## src/rtl/sha_schedule.sv

```systemverilog
// SHA-1 / SHA-2 message schedule: loads a 16-word block, then streams W[t] one word per round.
// First word the cycle after the 16th load; out_ready=0 freezes the output word, round and last flag.
package sha;
   typedef enum logic [2:0] {
      SHA1       = 3'd0,
      SHA224     = 3'd1,
      SHA256     = 3'd2,
      SHA384     = 3'd3,
      SHA512     = 3'd4,
      SHA512_224 = 3'd5,
      SHA512_256 = 3'd6
   } mode_t;
endpackage

module sha_schedule #(
   parameter int ROUND_W = 7
) (
   input  logic               clk,
   input  logic               rstn,
   input  logic               start,
   input  sha::mode_t         mode,
   input  logic               in_valid,
   output logic               in_ready,
   input  logic [63:0]        in_word,
   output logic               out_valid,
   input  logic               out_ready,
   output logic [63:0]        out_w,
   output logic [ROUND_W-1:0] out_round,
   output logic               out_last,
   output logic               busy
);

   typedef enum logic [1:0] {
      IDLE  = 2'd0,
      LOAD  = 2'd1,
      ROUND = 2'd2
   } state_t;

   state_t             state;
   state_t             state_nxt;
   sha::mode_t         mode_q;
   logic [63:0]        buf_q [16];
   logic [3:0]         load_cnt;
   logic [ROUND_W-1:0] t_q;
   logic [ROUND_W-1:0] last_t;
   logic               is_sha1;
   logic               is_32;
   logic               at_last;
   logic               load_fire;
   logic               round_fire;

   logic [31:0] sha1_x;
   logic [31:0] s0_32;
   logic [31:0] s1_32;
   logic [31:0] sum_32;
   logic [63:0] s0_64;
   logic [63:0] s1_64;
   logic [63:0] sum_64;
   logic [63:0] next_w;

   assign is_sha1 = (mode_q == sha::SHA1);
   assign is_32   = is_sha1 || (mode_q == sha::SHA224) || (mode_q == sha::SHA256);
   assign last_t  = ((mode_q == sha::SHA224) || (mode_q == sha::SHA256)) ? ROUND_W'(63) : ROUND_W'(79);
   assign at_last = (t_q == last_t);

   always_ff @(posedge clk or negedge rstn) begin
      if (!rstn) begin
         state <= IDLE;
      end else begin
         state <= state_nxt;
      end
   end

   always_comb begin
      state_nxt = state;
      in_ready  = 1'b0;
      out_valid = 1'b0;
      busy      = 1'b0;
      case (state)
         IDLE: begin
            if (start) begin
               state_nxt = LOAD;
            end
         end
         LOAD: begin
            in_ready = 1'b1;
            busy     = 1'b1;
            if (in_valid && (load_cnt == 4'd15)) begin
               state_nxt = ROUND;
            end
         end
         ROUND: begin
            out_valid = 1'b1;
            busy      = 1'b1;
            if (out_ready && at_last) begin
               state_nxt = IDLE;
            end
         end
         default: begin
            state_nxt = IDLE;
         end
      endcase
   end

   assign load_fire  = in_ready && in_valid;
   assign round_fire = out_valid && out_ready;

   // Output word is gated so IDLE/LOAD never expose stale buffer contents.
   assign out_w     = out_valid ? buf_q[0] : 64'h0;
   assign out_round = t_q;
   assign out_last  = out_valid && at_last;

   // Next schedule word from the sliding window: buf_q[i] holds W[t+i].
   assign sha1_x = buf_q[13][31:0] ^ buf_q[8][31:0] ^ buf_q[2][31:0] ^ buf_q[0][31:0];

   assign s0_32  = {buf_q[1][6:0], buf_q[1][31:7]} ^ {buf_q[1][17:0], buf_q[1][31:18]}
                 ^ {3'b000, buf_q[1][31:3]};
   assign s1_32  = {buf_q[14][16:0], buf_q[14][31:17]} ^ {buf_q[14][18:0], buf_q[14][31:19]}
                 ^ {10'h000, buf_q[14][31:10]};
   assign sum_32 = s1_32 + buf_q[9][31:0] + s0_32 + buf_q[0][31:0];

   assign s0_64  = {buf_q[1][0], buf_q[1][63:1]} ^ {buf_q[1][7:0], buf_q[1][63:8]}
                 ^ {7'h00, buf_q[1][63:7]};
   assign s1_64  = {buf_q[14][18:0], buf_q[14][63:19]} ^ {buf_q[14][60:0], buf_q[14][63:61]}
                 ^ {6'h00, buf_q[14][63:6]};
   assign sum_64 = s1_64 + buf_q[9] + s0_64 + buf_q[0];

   always_comb begin
      next_w = sum_64;
      if (is_sha1) begin
         next_w = {32'h0, sha1_x[30:0], sha1_x[31]};
      end else if (is_32) begin
         next_w = {32'h0, sum_32};
      end
   end

   always_ff @(posedge clk or negedge rstn) begin
      if (!rstn) begin
         mode_q   <= sha::SHA1;
         load_cnt <= 4'd0;
         t_q      <= '0;
         for (int i = 0; i < 16; i++) begin
            buf_q[i] <= 64'h0;
         end
      end else begin
         if ((state == IDLE) && start) begin
            mode_q   <= mode;
            load_cnt <= 4'd0;
            t_q      <= '0;
         end
         if (load_fire) begin
            buf_q[load_cnt] <= is_32 ? {32'h0, in_word[31:0]} : in_word;
            load_cnt        <= load_cnt + 4'd1;
         end
         if (round_fire) begin
            for (int i = 0; i < 15; i++) begin
               buf_q[i] <= buf_q[i+1];
            end
            buf_q[15] <= next_w;
            t_q       <= at_last ? '0 : t_q + ROUND_W'(1);
         end
      end
   end

endmodule
```

## config.mk

```make
export PLATFORM = sky130hd
export DESIGN_NAME = sha_schedule
export DESIGN_NICKNAME = d
export VERILOG_FILES = /design/src/rtl/sha_schedule.sv
export SDC_FILE = /design/constraint.sdc
export NUM_CORES = 2
export LEC_CHECK = 0
export CAP_MARGIN = 5
export CORE_ASPECT_RATIO = 1.5
export CORE_MARGIN = 2
export CORE_UTILIZATION = 55
export CTS_BUF_LIST = sky130_fd_sc_hd__clkbuf_2 sky130_fd_sc_hd__clkbuf_4 sky130_fd_sc_hd__clkbuf_8
export DETAILED_ROUTE_END_ITERATION = 7
export HOLD_SLACK_MARGIN = 0.03
export PLACE_DENSITY = 0.72
export SYNTH_ARGS = -nofsm -noshare
export SYNTH_HDL_FRONTEND = slang
export SYNTH_SLANG_ARGS = --single-unit
```

## constraint.sdc

```tcl
create_clock -name clk -period 4.62 [get_ports clk]
set_input_delay 0.693 -clock clk [delete_from_list [all_inputs] [get_ports clk]]
set_output_delay 0.693 -clock clk [all_outputs]
set_load 0.1 [all_outputs]
```

After elaboration in Yosys (flattened, before gate mapping)
Cells that the tools add are included.

word-level totals
  logic and storage cells = 90
  register bits = 1040
  latch bits = 0
  RAM bits = 0
  memories = 0
  bits in read-only memories = 0

cells by class
  $lt $le $gt $ge = 2
  equal/unequal tests = 9
  bitwise gates (word level) = 12
  shifts and indexed selects = 0
  reduce and logical (&&, ||, !) cells = 17
  $add $sub $neg = 8
  div/mod/pow operators = 0
  multiply operators = 0
  multiplexer cells = 22

operators by type and width
  cell                                                                   count
  1024-bit two-way mux                                                   2
  1024-bit bitwise mux                                                   1
  64-bit two-way mux                                                     5
  64-bit demux with 4-bit select                                         1
  64-bit adder                                                           3
  32-bit bitwise XOR                                                     5
  64-bit bitwise XOR                                                     2
  32-bit adder                                                           3
  64-bit by 57-bit bitwise XOR with 64-bit output                        1
  64-bit by 58-bit bitwise XOR with 64-bit output                        1
  32-bit by 22-bit bitwise XOR with 32-bit output                        1
  32-bit by 29-bit bitwise XOR with 32-bit output                        1
  7-bit two-way mux                                                      4
  4-bit two-way mux                                                      2
  7-bit by 1-bit adder with 7-bit output (second input constant)         1
  7-bit equality test                                                    1
  1-bit logical AND                                                      7
  2-bit two-way mux                                                      3
  2-bit != test (second input constant)                                  3
  2-bit one-hot mux with 3 select lines                                  1
  2-bit nonzero test                                                     3
  5-bit greater-or-equal comparator (second input constant)              1
  5-bit by 1-bit < comparator with 1-bit output (second input constant)  1
  4-bit inverter with 5-bit output                                       1
  other kinds (12)                                                       16

Longest topological paths before layout
  depth in word-level cells = 8
  depth in mapped cells = 18

Worst setup path before layout
Ideal clock, no wire load.

  path type = register to register
  start point = register buf_q[904] (netlist bit)
  end point = register buf_q[45] (netlist bit)
  arrival = 4386 ps
  path buffers = 1
  path slack = 115 ps
  clock period less this slack = 4505 ps
  stages on the path, launching flop included = 19
  cells stage by stage = dfrtp_1 > clkbuf_1 > xor2_1 > xnor2_1 > fa_1 > inv_1 > fa_1 > ha_1 > fa_1 > a21oi_1 > o211ai_1 > a211oi_1 > o21ai_0 > a41oi_1 > o21bai_1 > a31oi_1 > xor2_1 > o221ai_1 > o21a_1

on the way
  cells in the longest elaborated chain, start to end = 7

ends and longest elaborated chain
  what                                               line  source
  from (decl)                                        42    logic [63:0] buf_q [16];
  from (signal, indexed assignment)                  152   buf_q[load_cnt] <= is_32 ? {32'h0, in_word[31:0]} : in_word;
  from (signal, indexed assignment)                  157   buf_q[i] <= buf_q[i+1];
  64-bit bitwise XOR                                 122   assign s0_64 = {buf_q[1][0], buf_q[1][63:1]} ^ {buf_q[1][7:0], buf_q[1][63:8]}
  64-bit by 57-bit bitwise XOR with 64-bit output *  123   ^ {7'h00, buf_q[1][63:7]};
  64-bit adder * (2 in series)                       126   assign sum_64 = s1_64 + buf_q[9] + s0_64 + buf_q[0];
  64-bit two-way mux *                               132   end else if (is_32) begin
  64-bit two-way mux *                               130   if (is_sha1) begin
  1024-bit two-way mux *                             155   if (round_fire) begin

Mark *: on every way between the ends. The rest lies on a longest branch, timed or not.
A chain may end at the register's enable or synchronous reset.

Final worst setup path
  start point = register buf_q[952] (netlist bit)
  end point = register buf_q[62] (netlist bit)

Same word-level chain as after synthesis.

==> run_results.csv <==
group,metric,value,unit
clock_tree,clock_latency,0.95,ns
final_layout,areaGrowthSynthToFinish,16.87,%
floorplanning,dieWidth,276.3,µm
pwr,ir_drop,0.5071,mV
critical_path,endpoint_kind,"flip-flop",
yosys,synthCells,7131,
drt,ant_nets,0,
drt,dr.pass1.iters,8,
clock_tree,cts_tree,"yes",
sta,setup_slack,-0.08034,ns
yosys,syn_area_per_cell,8.576,µm²
yosys,ys_ff_latch,1040,
sta,final-hold-violation-count,0,
yosys,ys_types,78,
placement,io_buffers,146,
floorplanning,die_area,113900,µm²
critical_path,crit_fanout,4,
global_route,grt_pass1_wl,387300,µm
clock_tree,cts-buffers-inserted,162,
placement,dpl.hpwl,191400,µm
critical_path,cp-start-kind,"flip-flop",
yosys,ys_seq_area_share,42.55,%
sta,period_minus_slack,4.700,ns
pwr,leakage,0.03445,µW
drt,vias_per_cell,6.482,
drt,drtIter0Drc,8316,
drt,num_vias,58140,
sta,rsz0062_at_grt,"yes",
sta,slew_viol_final,0,
clock_tree,cts_buffer_depth,3,
global_route,grt_pass1_vias,55990,
global_route,grt_max_degree,161,
drt,wl_per_cell,29.71,µm
sta,fmax,212.8,MHz
critical_path,worst_ep_required_time,5.47,ns
yosys,postSynth.asyncResetShare,100.0,%
clock_tree,cts.clk_slew.worst_paths,0.06,ns
outcome,failed_checks,"design-rule violations, negative setup slack",
sta,final-setup-viol-count,1,
yosys,synth_top_area_cell,"dfrtp_1",
floorplanning,num_rows,149,
yosys,synth_ff_type,"dfrtp_1",
drt,wirelength,266500,µm
floorplanning,fp.dieH,412.4,µm
sta,worstMarginPinSlew,1.319,ns
yosys,synth.area.top_cells,"dfrtp_1, nand2_1, fa_1, nor2_1, xnor2_1",
job,cap_viol_max_count,0,
final_layout,finalNetCount,7756,
global_route,overflow,0,
worst_hold_path,hold_path_class,"in -> reg",
pwr,powerDensity,920.0,nW/µm²
global_route,antenna_found_initial,17,
final_layout,final_area,71470,µm²
critical_path,arrival,5.55,ns
floorplanning,initial_utilization,55.51,%
pwr,power,65760,µW
placement,dp.cells,8647,
yosys,synth_top_area_share,42.55,%
yosys,synth_area,61160,µm²
sta,skew,0.06480,ns
floorplanning,io_pins,147,
critical_path,crit_type,"reg -> reg",
placement,placed_cell_area,66790,µm²
final_layout,final_cells,8970,
sta,maxSlewHeadroom,11.88,%
clock_tree,ctsRootBufferMaster,"clkbuf_8",
sta,period_share,101.7,%
outcome,outcome,"finished, violations left",
yosys,synth_edf_count,0,
floorplanning,core_area,110200,µm²
global_route,grtUsageTotal,46.60,%
yosys,yosys_warnings,0,
final_layout,drive_above_1_share,15.21,%
final_layout,final.fill_count,9216,
yosys,syn_nets,7495,
clock_tree,clock-sinks,1040,
placement,gp_congestion,1.072,
clock_tree,h-tree-depth,4,
drt,route.detailed.drc,12,
synth_stat cells (28+ instances only):
cell type and count:
a21oi_1 544, dfrtp_1 1040, ha_1 104, and2_1 74, inv_1 337, o21ai_0 317
clkbuf_1 618, buf_1 28, o221ai_1 41, nand3_1 97, nand2_1 1140, xnor2_1 355
a222oi_1 32, fa_1 188, a31oi_1 382, o211ai_1 46, nor3_1 37, o22ai_1 291
xor2_1 179, nor2_1 859, a221o_1 33, mux2i_1 102, a21o_1 47
path summary, 6_finish.rpt:
| kind | from | endpoint | slack, ns | cells past startpoint |
|---|---|---|---|---|
| max | buf_q[952]$_DFFE_PN0P_ | buf_q[62]$_DFFE_PN0P_ | -0.08 | 18 |
| min | mode[0] | mode_q[0]$_DFFE_PN0P_ | 0.39 | 2 |
| max reg2reg | buf_q[952]$_DFFE_PN0P_ | buf_q[62]$_DFFE_PN0P_ | -0.08 | 18 |
| min reg2reg | buf_q[544]$_DFFE_PN0P_ | buf_q[608]$_DFFE_PN0P_ | 0.47 | 2 |
| max in group asynchronous | rstn | buf_q[453]$_DFFE_PN0P_ | 2.73 | 3 |
| min in group asynchronous | rstn | buf_q[692]$_DFFE_PN0P_ | 0.44 | 2 |
power breakdown:
group          switching [µW]  internal, µW  total [µW]  leakage [µW]
combinational           25800         18200       44000        0.0183
clock                    4290          4690        8990       0.00197
sequential               1900         10900       12800        0.0141
total                   32000         33800       65800        0.0344
registers in the layout, indices dropped and copies added (netlist names):
register   count
state          2
out_round      7
load_cnt       4
buf_q       1024
mode_q         3
per-stage QoR:
step                util, %  setup TNS, ns  setup WS (ns)  hold WS, ns
detailed placement    60.62         -7.740        -0.4672       0.4623
global placement      60.62         -6.840        -0.4712       0.4568
global route          64.86        -0.9241        -0.1412       0.3790
finish                64.87       -0.08034       -0.08034       0.3869
floorplan                 -              0         0.1149       0.3974
CTS                   64.21        -0.6508        -0.1219       0.3386
layer usage:
metal	vias up	track usage [%]	wire length [µm]
met5	-	0.7146	166
met4	10	30.31	20760
met3	924	13.96	32180
met2	4089	70.04	116700
met1	28520	58.69	96720
li1	24600	-	-
layout make-up:
type | instances | area, µm² | area share (%)
multi-input combinational | 5090 | 32190 | 45.04
clock buffer | 251 | 3154 | 4.413
timing repair buffer | 761 | 6447 | 9.021
inverter | 337 | 1265 | 1.770
clock inverter | 47 | 550.5 | 0.7702
tap | 1434 | 1794 | 2.510
sequential | 1040 | 26050 | 36.44
antenna | 10 | 25.02 | 0.03501
critical path: stages, from the launching register on:
cell	delay, ns
dfrtp_1	0.44
buf_4	0.18
xor2_1	0.15
xnor2_1	0.46
fa_1	0.52
inv_1	0.08
fa_1	0.42
ha_1	0.44
a21oi_1	0.23
o21bai_1	0.08
a21oi_1	0.33
o21ai_0	0.16
a21o_1	0.19
a211oi_1	0.27
buf_4	0.17
nand3_1	0.07
o21ai_0	0.10
a21oi_1	0.10
a31oi_1	0.20
logic make-up after synthesis:
| group | share of synthesized area [%] |
|---|---|
| AO/OA/AOI/OAI | 18.32 |
| XOR/XNOR | 7.647 |
| adder cells (fa/ha/maj) | 8.282 |
| buffers and inverters | 6.289 |
| flip-flops | 42.55 |
| multiplexers | 1.743 |
| AND/OR/NAND/NOR | 15.16 |
placed cells by master, fill, tap and decap left out, types with 11 or more instances in the layout:
cell type,Yosys,layout
clkbuf_8,0,203
o221ai_1,41,39
fa_1,188,183
o21a_1,18,18
buf_6,6,15
xor2_1,179,168
ha_1,104,88
o22ai_1,291,291
clkinv_2,0,26
mux2i_1,102,102
nand2_1,1140,1126
o21ai_1,10,22
nor3_1,37,36
buf_12,0,35
o211ai_1,46,46
a211oi_1,19,14
o21ai_0,317,296
and3_1,20,20
nand4_1,26,26
a21o_1,47,46
nand3_1,97,93
a21oi_1,544,525
nor2_1,859,847
a222oi_1,32,32
clkbuf_4,0,48
clkdlybuf4s50_1,0,92
dfrtp_1,1040,1022
xor2_2,0,11
inv_1,337,335
a221o_1,33,33
dfrtp_2,0,18
a21oi_2,2,14
buf_4,6,617
xnor2_1,355,336
nor2_2,0,12
xnor2_2,0,16
o21bai_1,17,16
and2_1,74,73
a31oi_1,382,379
timing repair:
item	4_1_cts	5_1_grt
buffers inserted	4	12
gates cloned	0	0
hold endpoints to repair	65	0
setup endpoints to repair	47	49
hold buffers	1	0
pin swaps	11	58
resized for setup	46	137
Note: power is estimated with default switching activity, not from simulation.
